### src/rtl/hazard_pkg.sv
// Shared encodings for the hazard/forwarding unit: operand-mux selects and long-op FSM states.
package hazard_pkg;

  localparam logic [1:0] FWD_REG   = 2'b00;
  localparam logic [1:0] FWD_EXMEM = 2'b10;
  localparam logic [1:0] FWD_MEMWB = 2'b01;
  localparam logic [1:0] FWD_LONG  = 2'b11;

  typedef enum logic [1:0] {
    LONG_IDLE = 2'd0,
    LONG_BUSY = 2'd1,
    LONG_DONE = 2'd2
  } long_state_t;

endpackage

### src/rtl/hazard_long_sb.sv
// Long-op scoreboard: tracks one in-flight multi-cycle op and strobes its writeback.
// Built only when HAZARD_LONG_OP_EN is defined; otherwise all outputs are tied low.
module hazard_long_sb
  import hazard_pkg::*;
#(
  parameter int REG_AW   = 5,
  parameter int LONG_LAT = 4
) (
  input  logic              clk,
  input  logic              rst_n,
  input  logic              issue,
  input  logic [REG_AW-1:0] issue_rd,
  output logic              busy,
  output logic              done,
  output logic [REG_AW-1:0] wb_rd
);

`ifdef HAZARD_LONG_OP_EN
  // Issue cycle plus LONG_LAT-1 busy cycles, the last of which sees the counter at zero.
  localparam logic [3:0] CNT_LOAD = 4'(LONG_LAT - 2);

  long_state_t       state_q, state_d;
  logic [3:0]        cnt_q, cnt_d;
  logic [REG_AW-1:0] rd_q, rd_d;

  always_ff @(posedge clk or negedge rst_n) begin
    if (!rst_n) begin
      state_q <= LONG_IDLE;
      cnt_q   <= '0;
      rd_q    <= '0;
    end else begin
      state_q <= state_d;
      cnt_q   <= cnt_d;
      rd_q    <= rd_d;
    end
  end

  always_comb begin
    state_d = state_q;
    cnt_d   = cnt_q;
    rd_d    = rd_q;
    case (state_q)
      LONG_IDLE: begin
        if (issue) begin
          state_d = LONG_BUSY;
          cnt_d   = CNT_LOAD;
          rd_d    = issue_rd;
        end
      end
      LONG_BUSY: begin
        if (cnt_q == '0) state_d = LONG_DONE;
        else             cnt_d   = cnt_q - 4'd1;
      end
      LONG_DONE: begin
        if (issue) begin
          state_d = LONG_BUSY;
          cnt_d   = CNT_LOAD;
          rd_d    = issue_rd;
        end else begin
          state_d = LONG_IDLE;
        end
      end
      default: state_d = LONG_IDLE;
    endcase
  end

  always_comb begin
    busy = (state_q == LONG_BUSY);
    done = (state_q == LONG_DONE);
  end

  assign wb_rd = rd_q;
`else
  logic unused_inputs;
  assign unused_inputs = ^{clk, rst_n, issue, issue_rd};
  assign busy  = 1'b0;
  assign done  = 1'b0;
  assign wb_rd = '0;
`endif

endmodule

### src/rtl/hazard_fw_unit.sv
// Pipeline hazard unit: operand forwarding selects, load-use/long-op stalls and stall counter.
// Long-op support (select 11, long stalls) is compiled in with HAZARD_LONG_OP_EN.
module hazard_fw_unit
  import hazard_pkg::*;
#(
  parameter int REG_AW   = 5,
  parameter int NUM_SRC  = 2,
  parameter int LONG_LAT = 4
) (
  input  logic                      clk_i,
  input  logic                      rst_i,
  input  logic [NUM_SRC*REG_AW-1:0] if_id_src_i,
  input  logic                      if_id_long_i,
  input  logic [NUM_SRC*REG_AW-1:0] id_ex_src_i,
  input  logic [REG_AW-1:0]         id_ex_rd_i,
  input  logic                      id_ex_memread_i,
  input  logic                      id_ex_long_i,
  input  logic                      ex_mem_regwrite_i,
  input  logic                      mem_wb_regwrite_i,
  input  logic [REG_AW-1:0]         ex_mem_rd_i,
  input  logic [REG_AW-1:0]         mem_wb_rd_i,
  output logic [2*NUM_SRC-1:0]      fwd_sel_o,
  output logic                      stall_o,
  output logic                      bubble_o,
  output logic                      long_busy_o,
  output logic                      long_wb_o,
  output logic [REG_AW-1:0]         long_wb_rd_o,
  output logic [15:0]               stall_cnt_o
);

  logic              long_busy;
  logic              long_done;
  logic [REG_AW-1:0] long_rd;
  logic              stall;

  // x0 is hardwired zero, so it never creates a dependency.
  function automatic logic reg_hit(input logic [REG_AW-1:0] a, input logic [REG_AW-1:0] b);
    return (a != '0) && (a == b);
  endfunction

  hazard_long_sb #(
    .REG_AW  (REG_AW),
    .LONG_LAT(LONG_LAT)
  ) u_long_sb (
    .clk     (clk_i),
    .rst_n   (rst_i),
    .issue   (id_ex_long_i),
    .issue_rd(id_ex_rd_i),
    .busy    (long_busy),
    .done    (long_done),
    .wb_rd   (long_rd)
  );

  // Youngest producer wins: EX/MEM, then the long-op result, then MEM/WB.
  always_comb begin
    fwd_sel_o = '0;
    for (int k = 0; k < NUM_SRC; k++) begin
      if (ex_mem_regwrite_i && reg_hit(id_ex_src_i[k*REG_AW +: REG_AW], ex_mem_rd_i))
        fwd_sel_o[2*k +: 2] = FWD_EXMEM;
      else if (long_done && reg_hit(id_ex_src_i[k*REG_AW +: REG_AW], long_rd))
        fwd_sel_o[2*k +: 2] = FWD_LONG;
      else if (mem_wb_regwrite_i && reg_hit(id_ex_src_i[k*REG_AW +: REG_AW], mem_wb_rd_i))
        fwd_sel_o[2*k +: 2] = FWD_MEMWB;
      else
        fwd_sel_o[2*k +: 2] = FWD_REG;
    end
  end

  always_comb begin
    stall = if_id_long_i && long_busy;
    for (int k = 0; k < NUM_SRC; k++) begin
      if (id_ex_memread_i && reg_hit(if_id_src_i[k*REG_AW +: REG_AW], id_ex_rd_i))
        stall = 1'b1;
      if (long_busy && reg_hit(if_id_src_i[k*REG_AW +: REG_AW], long_rd))
        stall = 1'b1;
    end
  end

  assign stall_o      = stall;
  assign bubble_o     = stall;
  assign long_busy_o  = long_busy | long_done;
  assign long_wb_o    = long_done;
  assign long_wb_rd_o = long_rd;

  always_ff @(posedge clk_i or negedge rst_i) begin
    if (!rst_i)
      stall_cnt_o <= '0;
    else if (stall && (stall_cnt_o != 16'hFFFF))
      stall_cnt_o <= stall_cnt_o + 16'd1;
  end

endmodule

### config.mk
export PLATFORM = sky130hd
export DESIGN_NAME = hazard_fw_unit
export DESIGN_NICKNAME = d
export VERILOG_FILES = /design/src/rtl/hazard_pkg.sv /design/src/rtl/hazard_long_sb.sv /design/src/rtl/hazard_fw_unit.sv
export SDC_FILE = /design/constraint.sdc
export NUM_CORES = 1
export LEC_CHECK = 0
export CAP_MARGIN = 25
export CORE_MARGIN = 5
export CORE_UTILIZATION = 47
export CTS_BUF_LIST = sky130_fd_sc_hd__clkbuf_4
export DETAILED_ROUTE_END_ITERATION = 10
export PLACE_DENSITY = 0.95
export SYNTH_ARGS = -nofsm -noshare
export SYNTH_HDL_FRONTEND = slang
export SYNTH_HIERARCHICAL = 1
export SYNTH_SLANG_ARGS = --single-unit
### constraint.sdc
create_clock -name clk_i -period 4.4 [get_ports clk_i]
set_clock_uncertainty 0.2 [all_clocks]
set_input_delay 0.44 -clock clk_i [delete_from_list [all_inputs] [get_ports clk_i]]
set_output_delay 0.44 -clock clk_i [all_outputs]
set_load 0.01 [all_outputs]
==> results.txt, run 1 <==
Sequential Power Share: 38.3%
Finished Core Util: 68.0%
Net Sw Frac: 36.7%
Period Utilization, post-route: 73.0%
Synth Instances: 176
Die Area: 4810 sq um
First-pass GRT wire length: 7230 microns
Register area share after synthesis: 24.2%
DP Cell Count: 277
Tightest Pin Transition: 0.896 ns
Vias in the first global route: 1533
Area Growth Syn to Fin: 38.3%
Clock share of power: 12.7%
Clock Tree Buf Depth: 2
Register name with the most flops: stall_cnt_o
Area after DPL: 2260 sq um
Setup TNS: 0 ns
Fin Hold WS: 0.300 ns
Met1 Usage GRT: 21.2%
Cell mode on critical path: clkdlybuf4s50_1
Distinct cell type count after synthesis: 30
R2R setup slack: 1.80 ns
# hold bufs at CTS: 0
I/O Buffers: 62
RePlAce Congestion: 0.854
Num ports: 71
Clock Latency Late Sink: 0.28 ns
CTS clock-pin slew for the worst setup and hold paths: 0.09 ns
M3 GR Usage: 3.62%
Final hold viol count: 0
Final setup viols: 0
Fill count: 303
Largest net degree at the start of global routing: 17
CP max FO: 4
Critical Path Source Type: primary input
Hold Path Class: flop to flop
DR vias: 1478
GRT Overall Usage: 17.8%
Int Power: 392 uW
Pins over their slew limit: 0
Number of synthesized flops with an enable pin: 0
Comb power frac: 48.9%
Share of layout cells above drive strength 1: 10.6%
Post-CTS Resized: 0
Status: complete, no violations
Crit Path Category: primary input to output pin
Most frequent cells in the layout: clkdlybuf4s50_1 (62), xor2_1 (34), xnor2_1 (31)
Post CTS Setup Buffer Count: 0
Max FFs per register: 16
Die Ht: 69.3 microns
Finished Layout Cells: 281
CTS tree: yes
Die X: 69.3 microns
Placeable Area: 3360 sq um
Max Freq: 0.311 GHz
Slowest library cell on the worst path: or4_1
Detail Placement HPWL: 3680 microns
Yosys reg bits: 16
Worst slew margin: 40.3%
Sw Pwr: 227 uW
Worst setup EP type: output pin
Nets: 279
DR pass1 iterations: 4
Initial Util: 49.2%
Drt drc: 0
Final min period: 3.21 ns
Root buffer cell: clkbuf_4
Post-Syn Area: 1650 sq um
Async S/R FF share, synth: 100%
Initial antenna violation count: 0
Regs by FF count: stall_cnt_o: 16 flops
Worst Path Buf+Inv: 2
Syn avg cell area: 9.40 sq um
Via density: 5.26
Ys flop type: dfrtp_1
Peak supply drop: 0.000218 V
Met2 usage: 32.0%
Starting DRT DRC Count: 128
Wirelength per Cell: 15.0 microns
Critical path arrival: 2.57 ns
Worst path cell trace: clkdlybuf4s50_1 -> or4_1 -> nor2_1 -> nor4_1 -> or2_2 -> clkdlybuf4s50_1
Maxcap violations: 0
Warnings from Yosys: 6
Top delay family on crit path: simple AND/OR/NAND/NOR gates
Slowest stage delay, CP: 0.55 ns
GRT overflow: 0
PwrDens: 271 nW/um^2
Final Routed Wirelength: 4230 microns
Commonest non-fill, non-tap cell in the layout: clkdlybuf4s50_1
CTS sink count: 16
RSZ-0062 raised after global routing: false
Grt peak-use layer: met2
Fin area: 2290 sq um
Number of nets with antenna violations after routing: 0
Static leakage power: 0.874 nW
Data required, critical path: 3.76 ns
Num CTS Buffers: 3
CTS H-Tree Depth: 1
Antenna diode count: 0
Std cell rows: 21
-- path summary, 6_finish.rpt --
check / from / to / cells after the start
min: stall_cnt_o[15]$_DFFE_PN0P_ / stall_cnt_o[15]$_DFFE_PN0P_ / 1
max in group asynchronous: rst_i / stall_cnt_o[1]$_DFFE_PN0P_ / 1
min reg2reg: stall_cnt_o[15]$_DFFE_PN0P_ / stall_cnt_o[15]$_DFFE_PN0P_ / 1
min in group asynchronous: rst_i / stall_cnt_o[12]$_DFFE_PN0P_ / 1
max reg2reg: stall_cnt_o[0]$_DFFE_PN0P_ / stall_cnt_o[1]$_DFFE_PN0P_ / 6
max: id_ex_src_i[7] / fwd_sel_o[3] / 6
-- synthesized netlist by cell type, types with 2 or more instances --
cell      instances  share of area (%)
nor2_1            9                2.0
buf_4             9                4.1
a211oi_2          8                6.1
nor4_2            2                1.5
buf_6             2                1.4
nand3_1          11                3.3
nor4_1            8                3.0
or2_2             3                1.1
inv_1             2               0.45
xnor2_1          31                 16
xor2_1           34                 18
and3_1            6                2.3
or4_1             3                1.4
dfrtp_1          16                 24
clkbuf_1          3               0.68
a211oi_1          4                1.8
nand4_1           6                2.3
nand2_1           7                1.6
-- metrics by stage --
| stage | total power [mW] | setup slack, ns |
|---|---|---|
| CTS | 0.622 | 1.18 |
| floorplan | 0.382 | 1.80 |
| finish | 0.619 | 1.19 |
| global placement | 0.530 | 1.22 |
| detailed placement | 0.542 | 1.18 |
| global route | 0.663 | 1.09 |
-- cell type report --
type / instances / area, sq um / share of cell area [%]
Multi-Input combinational cell: 150 / 1170 / 51.0
Tap cell: 46 / 57.6 / 2.52
Inverter: 2 / 7.51 / 0.328
Timing Repair Buffer: 63 / 628 / 27.5
Clock inverter: 1 / 3.75 / 0.164
Sequential cell: 16 / 400 / 17.5
Clock buffer: 3 / 22.5 / 0.985
-- worst register-to-register path, delay by kind of cell (launching register included) --
kind | cells | cell delay (ns)
and+or+nand+nor | 3 | 1.19
AOI/OAI and AO/OA | 1 | 0.12
DFF | 1 | 0.44
muxes | 1 | 0.33
adders and majority gates | 1 | 0.20
-- metal layers --
metal  wire (microns)  up-vias
met1             1700      689
met5                0        -
met2             2170       56
met4               98        0
met3              264        8
li1                 -      725
-- power by group through the flow --
stage	combinational (mW)	clock [mW]	sequential, mW
2_1_floorplan	0.133	0	0.249
3_3_place_gp	0.292	0	0.237
3_5_place_dp	0.302	0	0.240
4_1_cts	0.303	0.0814	0.237
5_1_grt	0.328	0.0883	0.247
6_report	0.303	0.0788	0.237
-- kinds of logic (layout without fill, tap and decap cells) --
logic type / Yosys count / in the layout / synth area share [%]
xor+xnor: 65 / 65 / 34.4
simple gates: 59 / 59 / 20.6
compound gates: 17 / 17 / 12.3
flops: 16 / 16 / 24.2
buf+inv: 16 / 69 / 6.58
fa+ha+maj: 1 / 1 / 0.756
other cells: 1 / 7 / 0.227
mux: 1 / 1 / 0.907
Power figures use the tool's default switching activity.
==> run 2: changes to the inputs <==
CORE_UTILIZATION = 40   (was 47)
PLACE_DENSITY = 0.86   (was 0.95)
clock period = 2.8 ns   (was 4.4 ns; I/O delays follow)
==> run 2 against run 1 <==
  * Cell count grew 7.8%
  * Global-route usage is 1.3 points lower
  * Combinational power grew 61%
  * Wire length is 6.6% higher
  * Via count up 3.5%
  * Critical path type unchanged
==> results.txt, run 2 (same netlist as run 1, synthesis figures left out) <==
Status: complete, no violations
Finished Layout Cells: 303 (+7.8%)
Register name with the most flops: stall_cnt_o
Max Freq: 0.367 GHz
PwrDens: 406 nW/um^2 (+50%)
Most frequent cells in the layout: clkdlybuf4s50_1 (60), xor2_1 (34), xnor2_1 (31)
Final min period: 2.72 ns
First-pass GRT wire length: 7110 microns (-1.6%)
Finished Core Util: 61.3% (-6.7 points)
DR pass1 iterations: 7 (+3)
Regs by FF count: stall_cnt_o: 16 flops
Critical path arrival: 2.24 ns (-0.33 ns)
Max FFs per register: 16 (unchanged)
Static leakage power: 0.996 nW (+14%)
Via density: 5.05 (-4.0%)
DP Cell Count: 299 (+7.9%)
Fill count: 368 (+21%)
Number of nets with antenna violations after routing: 0 (unchanged)
Data required, critical path: 2.32 ns (-1.44 ns)
Slowest stage delay, CP: 0.55 ns (about the same)
Critical Path Source Type: primary input
Slowest library cell on the worst path: or4_1
Num ports: 71 (unchanged)
Nets: 297 (+6.5%)
Num CTS Buffers: 3 (unchanged)
Largest net degree at the start of global routing: 17 (unchanged)
Area Growth Syn to Fin: 48.3%
Die Ht: 74.3 microns (+7.2%)
Fin Hold WS: 0.217 ns (-0.0828 ns)
RePlAce Congestion: 0.885 (+3.6%)
Worst path cell trace: clkdlybuf4s50_1 -> or4_1 -> nor2_2 -> nor4_1 -> or2_2 -> clkdlybuf4s50_1
Setup TNS: 0 ns (unchanged)
Clock Tree Buf Depth: 2 (unchanged)
Placeable Area: 4000 sq um (+19%)
Post-CTS Resized: 0 (unchanged)
Antenna diode count: 0 (unchanged)
Std cell rows: 23 (+9.5%)
CTS tree: yes
FF+latch area: 400 sq um (unchanged)
Clock Latency Late Sink: 0.29 ns (about the same)
Detail Placement HPWL: 3860 microns (+4.7%)
Worst slew margin: 41.4% (+1.1 points)
CP max FO: 2 (-2)
Initial Util: 41.4% (-7.8 points)
Final hold viol count: 0 (unchanged)
Drt drc: 0 (unchanged)
Initial antenna violation count: 0 (unchanged)
DR vias: 1530 (+3.5%)
Multi-input logic area: 1170 sq um (+0.64%)
Period Utilization, post-route: 97.2%
CTS H-Tree Depth: 1 (unchanged)
Die Area: 5520 sq um (+15%)
Vias in the first global route: 1535 (+0.13%)
Final Routed Wirelength: 4510 microns (+6.6%)
Starting DRT DRC Count: 56 (-56%)
I/O Buffers: 62 (unchanged)
Hold Path Class: primary input to asynchronous set/reset pin
Peak supply drop: 0.000201 V (-7.7%)
GRT overflow: 0 (unchanged)
Commonest non-fill, non-tap cell in the layout: clkdlybuf4s50_1
Worst setup EP type: output pin
Share of layout cells above drive strength 1: 18.2% (+7.5 points)
Pins over their slew limit: 0 (unchanged)
CTS clock-pin slew for the worst setup and hold paths: 0.10 ns (about the same)
Die X: 74.3 microns (+7.2%)
RSZ-0062 raised after global routing: false
Post CTS Setup Buffer Count: 0 (unchanged)
# hold bufs at CTS: 0 (unchanged)
GRT Overall Usage: 16.5% (-1.3 points)
CTS sink count: 16 (unchanged)
Crit Path Category: primary input to output pin
Tightest Pin Transition: 0.880 ns (-0.0162 ns)
Final setup viols: 0 (unchanged)
Maxcap violations: 0 (unchanged)
Root buffer cell: clkbuf_4
Wirelength per Cell: 14.9 microns (-1.1%)
Cell mode on critical path: clkdlybuf4s50_1
run 2: cell count changes in the layout (fill, tap and decap cells not counted):
cell,change
buf_4,+17
nor2_1,-3
nor2_2,+3
clkdlybuf4s50_1,-2
dlymetal6s2s_1,+2
buf_12,+1
run 2: metal layers:
metal,vias to the layer above,share of wire (%),track usage (%),wire length [microns]
met5,-,0,0,0
met4,0,1.3,3.16,58
met3,6,3.5,2.30,159
met2,36,55,32.0,2470
met1,723,40,19.2,1820
li1,765,-,-,-
run 2: worst paths after layout:
path	start	to	slack, ns	cells after the start
worst min-delay path	rst_i	stall_cnt_o[10]$_DFFE_PN0P_	0.22	1
worst max-delay path	id_ex_src_i[1]	fwd_sel_o[1]	0.08	6
worst max register to register	stall_cnt_o[0]$_DFFE_PN0P_	stall_cnt_o[7]$_DFFE_PN0P_	0.42	7
min in group clk_i	stall_cnt_o[14]$_DFFE_PN0P_	stall_cnt_o[14]$_DFFE_PN0P_	0.29	1
worst min register to register	stall_cnt_o[14]$_DFFE_PN0P_	stall_cnt_o[14]$_DFFE_PN0P_	0.29	1
max in group asynchronous	rst_i	stall_cnt_o[5]$_DFFE_PN0P_	1.72	1
run 2: final cells by class:
cell class | instances | share of cell area, %
Tap cell | 50 | 2.55
Clock inverter | 1 | 0.153
Sequential cell | 16 | 16.3
Multi-Input combinational cell | 150 | 47.9
Timing Repair Buffer | 81 | 31.8
Clock buffer | 3 | 0.918
Inverter | 2 | 0.306
run 2: worst max-delay path: cells and delay by family:
kind / cells / cell delay, ns
buffers and inverters: 2 / 0.92
AND/OR/NAND/NOR: 4 / 1.05
run 2: where the power goes:
group,leakage (nW),switching (mW),internal (mW)
logic,0.784,0.206,0.283
registers,0.197,0.0853,0.293
clock network,0.0154,0.0759,0.0518
total,0.996,0.367,0.628
run 2: stage by stage:
stage | worst slack (ns) | power, mW | area [sq um]
final | 0.0778 | 0.995 | 2450
after global routing | 0.0107 | 1.06 | 2450
after CTS | 0.0382 | 1.00 | 2440
after detailed placement | 0.0374 | 0.871 | 2410
after global placement | 0.0746 | 0.855 | 2410
after floorplan | 0.515 | 0.600 | 1680
==> run 3: changes to the inputs <==
ABC_AREA = 1   (was unset)
CORE_UTILIZATION = 41   (was 40)
RECOVER_POWER = 25   (was unset)
==> run 3 against run 2 <==
  * Wire length up 8.3%
  * Synthesized area is 9.5% higher
  * Fmax is 3.2% higher
  * Global-route usage increased by 0.42 points
  * Clock power barely moved
  * Count of clock-buffer cells in the layout stayed put
  * Sequential cell count unchanged
  * Largest cell class unchanged
  * Highest routed layer unchanged
==> results.txt, run 3 <==
Post-route setup slack: 0.163 ns (+0.0854 ns)
Worst reg-to-reg path cell count: 8 (+1)
Reg2reg end: stall_cnt_o[9]$_DFFE_PN0P_
Warnings from Yosys: 6 (unchanged)
Nets: 379 (+28%)
Sw Pwr: 301 uW (-18%)
Wirelength per Cell: 12.6 microns (-15%)
CTS clock-pin slew for the worst setup and hold paths: 0.10 ns (about the same)
Regs by FF count: stall_cnt_o: 16 flops
Num CTS Buffers: 3 (unchanged)
Final Routed Wirelength: 4880 microns (+8.3%)
Pins over their slew limit: 0 (unchanged)
Via density: 5.16 (+2.2%)
Peak supply drop: 0.000150 V (-26%)
Crit Path Category: primary input to output pin
Ys flop type: dfrtp_1
Number of synthesized flops with an enable pin: 0 (unchanged)
Detail Placement HPWL: 4110 microns (+6.6%)
Clock Tree Buf Depth: 2 (unchanged)
Cell taking the most area after synthesis: dfrtp_1
Dpl ws: 0.164 ns (+0.127 ns)
Clock Latency Late Sink: 0.29 ns (about the same)
Post-Syn Area: 1810 sq um (+9.5%)
Tightest Pin Transition: 0.720 ns (-0.159 ns)
CTS H-Tree Depth: 1 (unchanged)
Critical Path Source: id_ex_src_i[7]
Num ports: 71 (unchanged)
Static leakage power: 1.17 nW (+17%)
Net Sw Frac: 37.3% (+0.41 points)
Yosys reg bits: 16 (unchanged)
Area fraction of the dominant cell type after synthesis: 22.1% (-2.1 points)
Critical Path Source Type: primary input
Sequential Power Share: 38.0% (about the same)
Initial Util: 41.9% (+0.52 points)
Status: complete, no violations
Die Area: 5840 sq um (+5.9%)
Most frequent cells in the layout: nand2_1 (70), clkdlybuf4s50_1 (61), inv_1 (28), nand3_1 (28)
Final min period: 2.64 ns (-0.0854 ns)
Area Growth Syn to Fin: 37.6%
Starting DRT DRC Count: 117 (+110%)
Reg-to-Reg Start: stall_cnt_o[0]$_DFFE_PN0P_
# hold bufs at CTS: 0 (unchanged)
Top cells by count, synth: nand2_1 (70), inv_1 (28), nand3_1 (28)
DR pass1 iterations: 4 (-3)
Period Utilization, post-route: 94.2% (-3.1 points)
Syn avg cell area: 6.68 sq um (-29%)
Number of nets with antenna violations after routing: 0 (unchanged)
Drt drc: 0 (unchanged)
Root buffer cell: clkbuf_4
Async S/R FF share, synth: 100% (unchanged)
Vias in the first global route: 2009 (+31%)
I/O Buffers: 62 (unchanged)
GRT overflow: 0 (unchanged)
Setup TNS: 0 ns (unchanged)
Final setup viols: 0 (unchanged)
Max FFs per register: 16 (unchanged)
R2R setup slack: 0.68 ns (+0.26 ns)
Placeable Area: 4320 sq um (+8.1%)
DR vias: 1998 (+31%)
CP max FO: 4 (+2)
Setup crit end: fwd_sel_o[2]
Die X: 76.5 microns (+2.9%)
Std cell rows: 24 (+4.3%)
Initial antenna violation count: 0 (unchanged)
Clock share of power: 16.1% (+3.3 points)
RSZ-0062 raised after global routing: false
Antenna diode count: 0 (unchanged)
Most common cell in the synthesized netlist: nand2_1
GRT Overall Usage: 16.9% (+0.42 points)
Synth Instances: 271 (+54%)
Die Ht: 76.5 microns (+2.9%)
Maxcap violations: 0 (unchanged)
Commonest non-fill, non-tap cell in the layout: nand2_1
PwrDens: 324 nW/um^2 (-20%)
Int Power: 506 uW (-19%)
Largest net degree at the start of global routing: 18 (+1)
CTS sink count: 16 (unchanged)
Worst slew margin: 51.8% (+10 points)
Max Freq: 0.379 GHz (+3.2%)
Data required, critical path: 2.32 ns (about the same)
Distinct cell type count after synthesis: 31 (+3.3%)
Critical path arrival: 2.16 ns (-0.08 ns)
Comb power frac: 45.9% (-3.2 points)
CTS tree: yes
Final hold viol count: 0 (unchanged)
Register area share after synthesis: 22.1% (-2.1 points)
RePlAce Congestion: 1.01 (+14%)
First-pass GRT wire length: 8520 microns (+20%)
Share of layout cells above drive strength 1: 4.78% (-13 points)
Top cells by area, synth: dfrtp_1 (22%), nand2_1 (15%), xor2_1 (13%)
Hold Path Class: primary input to asynchronous set/reset pin
Register name with the most flops: stall_cnt_o
Worst setup EP type: output pin
run 3: changes by cell type in the layout (fill, tap and decap cells not counted), moves of 6 or more:
cell | previous run | this run
a211oi_2 | 8 | 0
and3_1 | 6 | 0
buf_4 | 18 | 3
inv_1 | 2 | 28
nand2_1 | 7 | 70
nand3_1 | 11 | 28
nor2_1 | 6 | 27
nor3_1 | 1 | 7
nor4_1 | 8 | 2
o21ai_0 | 0 | 7
xnor2_1 | 31 | 19
xor2_1 | 34 | 27
run 3: kinds of logic (layout without fill, tap and decap cells):
logic type | count (synthesis) | count (layout) | share of synthesized area, %
AOI/OAI and AO/OA | 20 | 20 | 7.26
DFF | 16 | 16 | 22.1
and+or+nand+nor | 147 | 147 | 37.0
xor gates and xnor gates | 46 | 46 | 22.3
other | 1 | 7 | 0.207
buffers and inverters | 40 | 98 | 10.5
adders and majority gates | 1 | 1 | 0.691
run 3: repair_timing:
item / CTS / global route
endpoints found under the setup margin: 0 / 1
gates resized for setup: 0 / 1
setup buffers: 0 / 0
run 3: worst min path at each step:
stage                                        endpoint  cells after the start  slack [ns]
after floorplan            stall_cnt_o[0]$_DFFE_PN0P_                      0       -0.22
after global placement     stall_cnt_o[4]$_DFFE_PN0P_                      2        0.31
after detailed placement   stall_cnt_o[8]$_DFFE_PN0P_                      2        0.34
after CTS                  stall_cnt_o[6]$_DFFE_PN0P_                      1        0.22
after global routing      stall_cnt_o[13]$_DFFE_PN0P_                      1        0.33
final                     stall_cnt_o[13]$_DFFE_PN0P_                      1        0.27
run 3: metal layers:
| metal | track usage, % | vias to the layer above | wire length [microns] | part of all wire [%] |
|---|---|---|---|---|
| met4 | 7.17 | 0 | 97 | 2.0 |
| met1 | 19.6 | 897 | 1940 | 40 |
| met3 | 4.61 | 13 | 471 | 9.6 |
| li1 | - | 993 | - | - |
| met5 | 0 | - | 0 | 0 |
| met2 | 29.0 | 95 | 2380 | 49 |
run 3: per-stage QoR:
step	power, mW	area [sq um]	hold slack [ns]	util, %	instances
floorplan	0.503	1830	-0.216	-	277
global placement	0.665	2460	0.307	56.9	383
detailed placement	0.681	2460	0.337	56.9	383
CTS	0.812	2490	0.220	57.5	387
global route	0.873	2490	0.329	57.6	387
finish	0.807	2490	0.274	57.6	387
run 3: critical path, cell delays in order:
cell and delay [ns]:
clkdlybuf4s50_1 0.60, nor3_1 0.09, nand2_1 0.11, o21ai_0 0.09, nor4_1 0.28, nor2_1 0.07, nor2_1 0.09, clkdlybuf4s50_1 0.54
run 3: cell type report:
class	count	area [sq um]
clock inverter	1	3.75
fill	415	1830
timing repair buffer	65	643
sequential	16	400
tap	52	65.1
inverter	29	109
multi-input combinational	221	1250
clock buffer	3	22.5
run 3: power by group through the flow:
stage | clock, mW | combinational, mW | sequential, mW
6_report | 0.130 | 0.371 | 0.307
5_1_grt | 0.148 | 0.408 | 0.316
4_1_cts | 0.135 | 0.369 | 0.308
3_5_place_dp | 0 | 0.368 | 0.313
3_3_place_gp | 0 | 0.355 | 0.310
2_1_floorplan | 0 | 0.185 | 0.318
==> variant 1, RTL diff (config.mk and constraints of run 3) <==
`REG_AW` is set to 5 in 2 places; all go to 6.
--- a/src/rtl/hazard_long_sb.sv
+++ b/src/rtl/hazard_long_sb.sv
@@ -5,3 +5,3 @@
 #(
-  parameter int REG_AW   = 5,
+  parameter int REG_AW   = 6,
   parameter int LONG_LAT = 4
--- a/src/rtl/hazard_fw_unit.sv
+++ b/src/rtl/hazard_fw_unit.sv
@@ -5,3 +5,3 @@
 #(
-  parameter int REG_AW   = 5,
+  parameter int REG_AW   = 6,
   parameter int NUM_SRC  = 2,
Ports: changed (6 resized); port bits go from 71 to 79. No check against the original RTL was run, so the function may have changed too.
==> variant 1 against run 3 <==
- synthesized cell count rose by 17%
- cell area is 9.1% higher
- setup slack better by 0.022 ns
- area after synthesis rose by 10%
- wire length is 23% higher
- combinational power rose by 9.2%
- maximum frequency rose by 0.85%
- power rose by 4.1%
- die area increased by 8.8%
- sequential cell count did not move
- highest routed layer unchanged
- register-to-register slack got worse by 0.28 ns
- hold slack better by 0.018 ns
==> variant 1: results (changes against run 3) <==
antenna_found_initial: 0  # unchanged
max_slew.worst_pin.slew_ns: 0.757  # +0.0371 ns
vdd_drop_max_mv: 0.163  # +8.7%
synth_xor_area_share_pct: 18.4  # -3.8 points
first_pass_iters: 5  # +1
routabilityCongestion: 0.988  # -1.8%
synth_commonest_cells: "94 x nand2_1, 42 x nor2_1, 29 x xnor2_1, 28 x inv_1, 28 x nand3_1"
via_count: 2281  # +14%
status: "finished, final reports clean"
grt_pass1_vias: 2083  # +3.7%
cp_max_fo: 6  # +2
clock_tree.root_cell: "clkbuf_4"
yosysSeqAreaShare_pct: 20.1  # -2.0 points
dp_hpwl_um: 4830  # +18%
synth_cells: 318  # +17%
synth_area_leaders: "dfrtp_1 20%, nand2_1 18%, xnor2_1 13%"
crit_arrival_ns: 2.13  # -0.03 ns
wire_per_inst_um: 13.3  # +5.5%
grt_pass1_wl_um: 9760  # +14%
drive_gt1_share_pct: 3.38  # -1.4 points
drt-initial-drc-count: 160  # +37%
worstSkewPairLatency_ns: 0.29  # about the same
synth_ff_type: "dfrtp_1"
fin_cells: 452  # +17%
final_nets: 436  # +15%
cellInternalPower_uw: 521  # +2.9%
fillers: 430  # +3.6%
synthMuxAreaShare_pct: 0  # unchanged
p_leak_uw: 0.00123  # +4.9%
placedCellCount: 448  # +17%
hold_path_class: "in2async"
clk_pin_slew_ns: 0.10  # about the same
synthAdderAreaFrac_pct: 0.627  # -0.064 points
grt.total_usage_pct: 18.8  # +1.9 points
reg_top3: "stall_cnt_o x16"
synth_cell_types: 34  # +9.7%
numCtsBuffers: 3  # unchanged
postCtsSetupRepairBufs: 0  # unchanged
htreeDepth: 1  # unchanged
synth_compound_area_share_pct: 7.59  # +0.33 points
async_flop_share_pct: 100  # unchanged
portBuffers: 69  # +11%
ys_warn_count: 6  # unchanged
diodes: 0  # unchanged
[variant 1: critical path: stages]
cell and delay (ns):
clkdlybuf4s50_1 0.56, xor2_1 0.23, nor3_1 0.20, nand4_1 0.15, o21ai_0 0.14, clkdlybuf4s50_1 0.58
[variant 1: path summary, 6_finish.rpt]
kind	end	slack, ns	cells past startpoint	start
worst max-delay path	fwd_sel_o[1]	0.19	6	id_ex_src_i[1]
worst min-delay path	stall_cnt_o[4]	0.29	1	rst_i
worst max register to register	stall_cnt_o[6]	0.40	8	stall_cnt_o[0]
worst min register to register	stall_cnt_o[1]	0.35	2	stall_cnt_o[1]
max in group asynchronous	stall_cnt_o[14]	1.64	1	rst_i
min in group clk_i	stall_cnt_o[1]	0.35	2	stall_cnt_o[1]
[variant 1: layout make-up]
cell class | count | area share, %
sequential | 16 | 14.7
inverter | 30 | 4.14
timing repair buffer | 71 | 26.0
tap | 67 | 3.08
multi-input combinational | 264 | 51.1
clock buffer | 3 | 0.828
clock inverter | 1 | 0.138
[variant 1: cell families (layout without fill, tap and decap cells)]
group,after synthesis,count (layout)
buf+inv,45,105
xor+xnor,42,42
other cells,1,8
fa+ha+maj,1,1
flops,16,16
compound gates,24,24
simple gates,189,189
[variant 1: power by group through the flow]
stage	registers (uW)	clock network, uW	logic, uW
6_report	305	129	405
5_1_grt	312	145	444
4_1_cts	305	137	399
3_5_place_dp	310	0	398
3_3_place_gp	306	0	388
2_1_floorplan	316	0	204
[variant 1: routing by layer]
| metal | routed length [um] | track usage [%] | vias to the layer above | share of wire (%) |
|---|---|---|---|---|
| met1 | 2540 | 24.7 | 1043 | 42 |
| li1 | - | - | 1142 | - |
| met5 | 0 | 0 | - | 0 |
| met4 | 66 | 2.53 | 0 | 1.1 |
| met3 | 422 | 2.82 | 8 | 7.0 |
| met2 | 2990 | 33.2 | 88 | 50 |
[variant 1: stage by stage]
stage / hold slack [ns] / instance area, um2 / setup WS (ns) / power (uW) / utilization (%)
after floorplan: -0.216 / 2020 / 0.751 / 520 / -
after global routing: 0.356 / 2720 / 0.0447 / 902 / 57.6
after CTS: 0.236 / 2720 / 0.196 / 841 / 57.6
after global placement: 0.308 / 2690 / 0.223 / 694 / 57.0
after detailed placement: 0.326 / 2690 / 0.211 / 709 / 57.0
final: 0.292 / 2720 / 0.185 / 840 / 57.6
==> variant 2, RTL diff (flow settings as in run 3) <==
Without the edit above. Register the output `stall_cnt_o` once more, cleared by the reset; this adds one clock of latency there. The other outputs are not delayed to match.
--- a/src/rtl/hazard_fw_unit.sv
+++ b/src/rtl/hazard_fw_unit.sv
@@ -29,2 +29,4 @@
 );
+
+  logic [15:0] stall_cnt_s0;
 
@@ -86,5 +88,13 @@
     if (!rst_i)
+      stall_cnt_s0 <= '0;
+    else if (stall && (stall_cnt_s0 != 16'hFFFF))
+      stall_cnt_s0 <= stall_cnt_s0 + 16'd1;
+  end
+
+  always_ff @(posedge clk_i or negedge rst_i) begin
+    if (!rst_i) begin
       stall_cnt_o <= '0;
-    else if (stall && (stall_cnt_o != 16'hFFFF))
-      stall_cnt_o <= stall_cnt_o + 16'd1;
+    end else begin
+      stall_cnt_o <= stall_cnt_s0;
+    end
   end
Function: changed (Yosys sat finds a counterexample within 4 cycles, from zero or initial values and one cycle with rst_i low).
==> variant 2 against run 3 <==
- the flow now finishes with violations (capacitance limit, slew limit)
- synthesized cell count up 5.9%
- highest routed layer unchanged
- first-iteration DRC count unchanged
- die area up 19%
- cell area increased by 17%
- setup slack worse by 0.059 ns
- power is 48% higher
- wire length grew 10%
- clock power up 85%
- sequential cell count rose by 16
- area after synthesis rose by 22%
- largest power group is now sequential cells
==> variant 2: results (changes against run 3) <==
synthAdderAreaFrac_pct: 0.566  # -0.13 points
vdd_drop_max_mv: 0.263  # +76%
yosysSeqAreaShare_pct: 36.2  # +14 points
failed_checks: "capacitance limit, slew limit"
fin_hold_ws_ns: 0.243  # -0.0315 ns
max-cap-violations: 1  # +1
drt-initial-drc-count: 117  # unchanged
min_path_cells: 0
r2r-end: "stall_cnt_s0[12]"
via_count: 2093  # +4.8%
synth_compound_area_share_pct: 5.94  # -1.3 points
hold_path_class: "reg2reg"
wl_um: 5390  # +10%
grt_pass1_wl_um: 9110  # +7.0%
async_flop_share_pct: 100  # unchanged
synth_area_leaders: "dfrtp_1 36%, nand2_1 12%, xor2_1 11%"
r2r_start: "stall_cnt_s0[0]"
grt_start_max_net_pins: 33  # +15
synthMuxAreaShare_pct: 0  # unchanged
crit_slowest_cell: "clkdlybuf4s50_1"
drive_gt1_share_pct: 4.82  # +0.040 points
clk_pin_slew_ns: 0.09
synth_cell_types: 31  # unchanged
portBuffers: 62  # unchanged
placed_area_mm2: 0.00288  # +17%
status: "complete, but fails checks"
dp_hpwl_um: 4350  # +5.8%
rrSetupSlack_ns: 0.66  # -0.02 ns
htreeDepth: 2  # +1
dp_slack_ns: 0.0969  # -0.0676 ns
placedCellCount: 416  # +8.6%
final_nets: 396  # +4.5%
cp_max_fo: 4  # unchanged
drv_slew: 33  # +33
synth_xor_area_share_pct: 18.2  # -4.0 points
reg_top3: "stall_cnt_o x16, stall_cnt_s0 x16"
wire_per_inst_um: 12.7  # +1.0%
worstSkewPairLatency_ns: 0.33  # +0.04 ns
p_leak_uw: 0.00139  # +19%
crit_arrival_ns: 2.22  # +0.06 ns
crit_path_start: "id_ex_src_i[0]"
timing.final.ws_setup_ns: 0.104  # -0.0593 ns
synth_cells: 287  # +5.9%
routabilityCongestion: 0.905  # -10%
synth_commonest_cells: "70 x nand2_1, 32 x dfrtp_1, 28 x inv_1, 28 x nand3_1"
numCtsBuffers: 5  # +2
cp-endpoint: "fwd_sel_o[0]"
max_stage_delay_ns: 0.57  # -0.03 ns
relSlewSlack_pct: -4.66  # -56 points
grt.total_usage_pct: 15.7  # -1.3 points
grt_pass1_vias: 2043  # +1.7%
variant 2: cell types whose count changed after synthesis:
| cell | delta |
|---|---|
| dfrtp_1 | +16 |
variant 2: cell type report:
cell class | count | area, um2
well taps | 70 | 87.6
clock inverters | 1 | 5.00
multi-input cells | 221 | 1240
repair buffers | 64 | 632
flip-flops and latches | 32 | 801
fillers | 452 | 2250
inverters | 29 | 109
clock buffers | 6 | 45.0
variant 2: cell families after synthesis:
group,after synthesis
other,1
AOI/OAI and AO/OA,20
xor gates and xnor gates,46
and+or+nand+nor,147
DFF,32
adders and majority gates,1
buffers and inverters,40
variant 2: report_power, final:
group	switching (uW)	internal (uW)
combinational	185	193
sequential	54.1	521
clock	139	102
variant 2: routing by layer:
layer	up-vias	GRT usage, %	wire [um]
li1	1042	-	-
met1	972	18.6	2160
met2	71	27.7	2760
met3	8	3.07	377
met4	0	6.14	86
met5	-	0	0
